`config.mk`:
```
export PLATFORM = sky130hd
export DESIGN_NAME = sync_fifo_flags
export DESIGN_NICKNAME = d
export VERILOG_FILES = /design/src/rtl/sync_fifo_flags.sv
export SDC_FILE = /design/constraint.sdc
export NUM_CORES = 1
export LEC_CHECK = 0
export CAP_MARGIN = 0
export CORE_AREA = 2 2 302 304
export CTS_CLUSTER_DIAMETER = 50
export CTS_CLUSTER_SIZE = 20
export DETAILED_ROUTE_END_ITERATION = 8
export DIE_AREA = 0 0 304 306
export SYNTH_ARGS = -nofsm -noshare
export SYNTH_HDL_FRONTEND = slang
export SYNTH_SLANG_ARGS = --single-unit
export TNS_END_PERCENT = 50
```
`constraint.sdc`:
```
create_clock -name clk -period 3.5 [get_ports clk]
set_input_delay 0.525 -clock clk [delete_from_list [all_inputs] [get_ports clk]]
set_output_delay 0.525 -clock clk [all_outputs]
set_load 0.01 [all_outputs]
```
`src/rtl/sync_fifo_flags.sv`:
```
// -----------------------------------------------------------------------------
// sync_fifo_flags
//   Single-clock FIFO between the UART byte engines and the host bus.
//   Provides an occupancy count, almost-full/almost-empty thresholds, a
//   read-valid strobe and sticky overflow/underflow error flags.
//
//   Build option: define FIFO_FWFT_EN for first-word-fall-through operation
//   (data_out shows the head entry while not empty, rd_en pops it).
//   Without it, reads have one cycle of registered latency.
//
// Ports
//   clk           clock, rising edge
//   rst           synchronous reset, active-high; discards all contents
//   wr_en/data_in write request and data (ignored while full)
//   rd_en         read request (standard) or pop/acknowledge (FWFT)
//   data_out      read data
//   rd_valid      data_out carries newly read data (FWFT: !empty)
//   full/empty    level == DEPTH / level == 0
//   almost_full   level >= AF_THRESH
//   almost_empty  level <= AE_THRESH
//   level         current occupancy, 0..DEPTH
//   overflow      sticky: write attempted while full
//   underflow     sticky: read attempted while empty
//   clr_err       clears both sticky flags (a new error the same cycle wins)
// -----------------------------------------------------------------------------
module sync_fifo_flags #(
    parameter int D_W       = 8,
    parameter int DEPTH     = 64,
    parameter int AF_THRESH = DEPTH - 4,
    parameter int AE_THRESH = 4
) (
    input  logic                     clk,
    input  logic                     rst,
    input  logic                     wr_en,
    input  logic [D_W-1:0]           data_in,
    input  logic                     rd_en,
    output logic [D_W-1:0]           data_out,
    output logic                     rd_valid,
    output logic                     full,
    output logic                     empty,
    output logic                     almost_full,
    output logic                     almost_empty,
    output logic [$clog2(DEPTH):0]   level,
    output logic                     overflow,
    output logic                     underflow,
    input  logic                     clr_err
);

    localparam int AW = $clog2(DEPTH);
    localparam int LW = AW + 1;

    localparam logic [LW-1:0] DEPTH_L = LW'(DEPTH);
    localparam logic [LW-1:0] AF_L    = LW'(AF_THRESH);
    localparam logic [LW-1:0] AE_L    = LW'(AE_THRESH);

    logic [D_W-1:0] r_mem [DEPTH];
    logic [AW-1:0]  r_wr_ptr;
    logic [AW-1:0]  r_rd_ptr;
    logic [LW-1:0]  r_level;
    logic           r_overflow;
    logic           r_underflow;

    logic           w_full;
    logic           w_empty;
    logic           w_wr_acc;
    logic           w_rd_acc;

    // All flags come from the registered level only; a read in the same
    // cycle does not open room for a write into a full FIFO.
    assign w_full   = (r_level == DEPTH_L);
    assign w_empty  = (r_level == '0);
    assign w_wr_acc = wr_en && !w_full;
    assign w_rd_acc = rd_en && !w_empty;

    // Storage has no reset so it can map onto block/distributed RAM.
    always_ff @(posedge clk) begin
        if (w_wr_acc) begin
            r_mem[r_wr_ptr] <= data_in;
        end
    end

    // Pointers are exactly AW bits wide, so DEPTH-1 -> 0 wraps for free.
    always_ff @(posedge clk) begin
        if (rst) begin
            r_wr_ptr <= '0;
            r_rd_ptr <= '0;
            r_level  <= '0;
        end else begin
            if (w_wr_acc) begin
                r_wr_ptr <= r_wr_ptr + AW'(1);
            end
            if (w_rd_acc) begin
                r_rd_ptr <= r_rd_ptr + AW'(1);
            end
            case ({w_wr_acc, w_rd_acc})
                2'b10:   r_level <= r_level + LW'(1);
                2'b01:   r_level <= r_level - LW'(1);
                default: r_level <= r_level;
            endcase
        end
    end

    // Sticky error flags: setting has priority over clearing.
    always_ff @(posedge clk) begin
        if (rst) begin
            r_overflow  <= 1'b0;
            r_underflow <= 1'b0;
        end else begin
            if (wr_en && w_full) begin
                r_overflow <= 1'b1;
            end else if (clr_err) begin
                r_overflow <= 1'b0;
            end
            if (rd_en && w_empty) begin
                r_underflow <= 1'b1;
            end else if (clr_err) begin
                r_underflow <= 1'b0;
            end
        end
    end

`ifdef FIFO_FWFT_EN
    // Head entry is presented directly; it appears the cycle after a write
    // into an empty FIFO because empty is decoded from the registered level.
    assign data_out = w_empty ? '0 : r_mem[r_rd_ptr];
    assign rd_valid = !w_empty;
`else
    logic [D_W-1:0] r_data_out;
    logic           r_rd_valid;

    // Registered read port: data_out holds until the next accepted read.
    always_ff @(posedge clk) begin
        if (rst) begin
            r_data_out <= '0;
            r_rd_valid <= 1'b0;
        end else begin
            r_rd_valid <= w_rd_acc;
            if (w_rd_acc) begin
                r_data_out <= r_mem[r_rd_ptr];
            end
        end
    end

    assign data_out = r_data_out;
    assign rd_valid = r_rd_valid;
`endif

    assign full         = w_full;
    assign empty        = w_empty;
    assign almost_full  = (r_level >= AF_L);
    assign almost_empty = (r_level <= AE_L);
    assign level        = r_level;
    assign overflow     = r_overflow;
    assign underflow    = r_underflow;

endmodule
```
==> metrics.cfg <==
[run_status]
status = finished clean

[cts]
cts_tree = built
post_cts_buffers = 0
clkTransAtPathRegs_ns = 0.07
cts_made_buffers = 48
cts.path.max_buffers = 3
htreeDepth = 2
cts-root-buf = clkbuf_16
hold_buffers = 0
cts-resized-gates = 0
clk_latency_ns = 0.60
numClockSinks = 542

[worst_setup_path]
cp_max_fo = 7
rrSetupSlack_ns = 0.15
reg2reg_to = level[6]$_SDFFE_PP0P_
cp.required_ns = 3.96
worst_path_max_delay_cell = or4_4
timing.rr.start = level[2]$_SDFFE_PP0P_
path_buf_inv = 3
worstPathCellList = or4_4, o21ai_4, inv_1, ha_1, buf_4, inv_1, fa_1, nor2b_1, o21ai_1, a21boi_0, or4_1, nand3_1, mux2_1
worstRegToRegCells = 13
path_common_cell = inv_1
critPathMaxStageDelay_ns = 0.53
cp_top_family = simple AND/OR/NAND/NOR gates
critPathArrivalTime_ns = 3.81
cp-end-kind = flop
crit_path_start_kind = flop
crit_type = reg2reg

[yosys]
syn_avg_cell_area_sq_um = 18.3
synth-seq-cells = 542
synth-edff-count = 512
synth_cell_types = 56
ys_async_sr_fraction_pct = 0
syn_area_sq_um = 21300
synth-seq-area-share_pct = 74.9
synth.net_count = 1187
synth_flop_cell = edfxtp_1
yosys_warnings = 0
syn_inst = 1165

[place]
dp_hpwl_um = 33100
gp_congestion = 0.870
io_buffers = 34
post_dp_cell_area_sq_um = 23600

[timing]
relSlewSlack_pct = 33.8
slew_violations = 0
fin_crit_sh_pct = 95.7
final.min_clock_period_ns = 3.35
fin_tns_setup_ns = 0
setup_viol = 0
worst_slew_pin_slew_ns = 0.990
rsz0062_at_grt = false
fmax_ghz = 0.299
hold_violations = 0
fin_skew_ns = 0.0246

[cells_and_area]
drive_above_1_share_pct = 22.0
stdcell_area_sq_um = 25300
nets = 1312
syn2layout_area_growth_pct = 18.8
layout_common_cells = edfxtp_1, mux2i_1, buf_4, nor2_1, mux4_2
final_common_cell = edfxtp_1
fill_cells = 8798

[detailed_routing]
viasPerCell = 4.47
wl_per_cell_um = 20.4
drt_iter0_drc = 1161
drt_drc_violations_left = 0
ant_nets = 0
num_vias = 11200
firstDrtPassIters = 5
wl_um = 51200

[global_route]
grt_max_degree = 65
grt_overflow = 0
track_usage_pct = 10.7
grt_pass1_vias = 11400
grt_pass1_wl_um = 74600
antenna_found_initial = 5

[power]
peakVddDrop_uv = 332
leakagePower_nw = 7.83
power.total_mw = 15.8
power.density_nw_per_um2 = 622

[min_path]
min_to = r_mem[36][0]$_DFFE_PP_
hp-class = in2reg
hold_depth = 1
min_from = data_in[0]

[flow_run]
cap_violations = 0

[floorplanning]
die-width_um = 304
num_rows = 110
core_sq_um = 89600
fp.dieH_um = 306
start_util_pct = 23.8
die_area_sq_um = 93000
io_pins = 35

==> worst max path at each step <==
stage,to,slack [ns],from,depth (start not counted)
2_1_floorplan,level[6]$_SDFFE_PP0P_,0.24,level[0]$_SDFFE_PP0P_,11
3_3_place_gp,level[6]$_SDFFE_PP0P_,0.10,wr_en,14
3_5_place_dp,level[6]$_SDFFE_PP0P_,0.10,wr_en,14
4_1_cts,level[6]$_SDFFE_PP0P_,0.18,level[2]$_SDFFE_PP0P_,13
5_1_grt,level[6]$_SDFFE_PP0P_,0.01,level[2]$_SDFFE_PP0P_,13
6_report,level[6]$_SDFFE_PP0P_,0.15,level[2]$_SDFFE_PP0P_,13
==> synthesized netlist by cell type (2+ instances only) <==
master	instances	area share [%]
edfxtp_1	512	72
mux2i_1	120	5.6
nor2_1	96	1.7
mux4_2	72	7.6
o22ai_1	52	1.5
dfxtp_1	30	2.8
nand2_1	24	0.42
a21oi_1	22	0.52
clkbuf_1	21	0.37
a22oi_1	19	0.67
buf_2	19	0.45
buf_1	12	0.21
nor3_1	12	0.28
or3_1	11	0.32
nand3_1	10	0.23
ha_1	8	0.47
mux2_2	8	0.42
nor2b_1	8	0.23
o221ai_1	8	0.33
xor2_1	8	0.33
inv_1	7	0.12
nand3b_1	7	0.25
buf_6	6	0.32
nor4_1	6	0.18
a22o_1	5	0.21
buf_4	5	0.18
nand4_1	5	0.15
a211oi_1	4	0.14
a221o_1	4	0.19
o21ai_0	4	0.094
a21o_1	3	0.11
a31oi_1	3	0.088
buf_8	3	0.21
xnor2_1	3	0.12
and3_1	2	0.059
nand4b_1	2	0.082
o211ai_1	2	0.070
o21a_1	2	0.070
or3b_2	2	0.082
or4_1	2	0.070
==> layout make-up <==
cell class | instances | area, sq um | area share, %
multi-input cells | 549 | 4980 | 19.6
clock inverters | 36 | 439 | 1.73
repair buffers | 141 | 1170 | 4.60
well taps | 1176 | 1470 | 5.80
inverters | 8 | 30.0 | 0.118
clock buffers | 54 | 1270 | 5.03
flip-flops and latches | 542 | 16000 | 63.1
diodes | 1 | 2.50 | 0.00987
==> cells by family after synthesis <==
family	after synthesis	synth area share, %
flip-flops	542	74.9
buffers and inverters	74	1.87
AND/OR/NAND/NOR	194	4.29
multiplexers	201	13.7
XOR/XNOR	11	0.451
AO/OA/AOI/OAI	134	4.27
adder cells (fa/ha/maj)	9	0.563
==> routing by layer <==
| metal | share of wire [%] | GRT usage (%) |
|---|---|---|
| met5 | 0.049 | 0 |
| met4 | 2.8 | 3.47 |
| met3 | 6.3 | 2.29 |
| met2 | 47 | 17.5 |
| met1 | 43 | 14.3 |
==> registers in the layout, summed over array words and instances (netlist names) <==
| register | count |
|---|---|
| underflow | 1 |
| r_rd_ptr | 6 |
| level | 7 |
| rd_valid | 1 |
| data_out | 8 |
| r_wr_ptr | 6 |
| r_mem | 512 |
| overflow | 1 |
==> per-stage QoR <==
| step | hold slack, ns | worst slack [ns] | util (%) | instances |
|---|---|---|---|---|
| after detailed placement | 0.561 | 0.104 | 26.4 | 2416 |
| after CTS | 0.438 | 0.177 | 28.3 | 2506 |
| after global placement | 0.551 | 0.104 | 26.4 | 2416 |
| after global routing | 0.449 | 0.0144 | 28.3 | 2506 |
| after floorplan | 0.509 | 0.238 | - | 1165 |
| final | 0.463 | 0.151 | 28.3 | 2507 |
==> report_power, final <==
part           internal (mW)  switching (mW)  total (mW)
Clock                   3.06            2.58        5.63
Combinational           1.24            1.41        2.65
Sequential              7.23           0.239        7.47
Total                   11.5            4.23        15.8
==> worst reg2reg max path: stages (launching register included) <==
cell and delay [ns]:
dfxtp_1 0.38, or4_4 0.53, o21ai_4 0.28, inv_1 0.10
ha_1 0.21, buf_4 0.17, inv_1 0.07, fa_1 0.18
nor2b_1 0.07, o21ai_1 0.18, a21boi_0 0.16, or4_1 0.49
nand3_1 0.11, mux2_1 0.32
No activity file was read; power rests on OpenSTA's default activity.
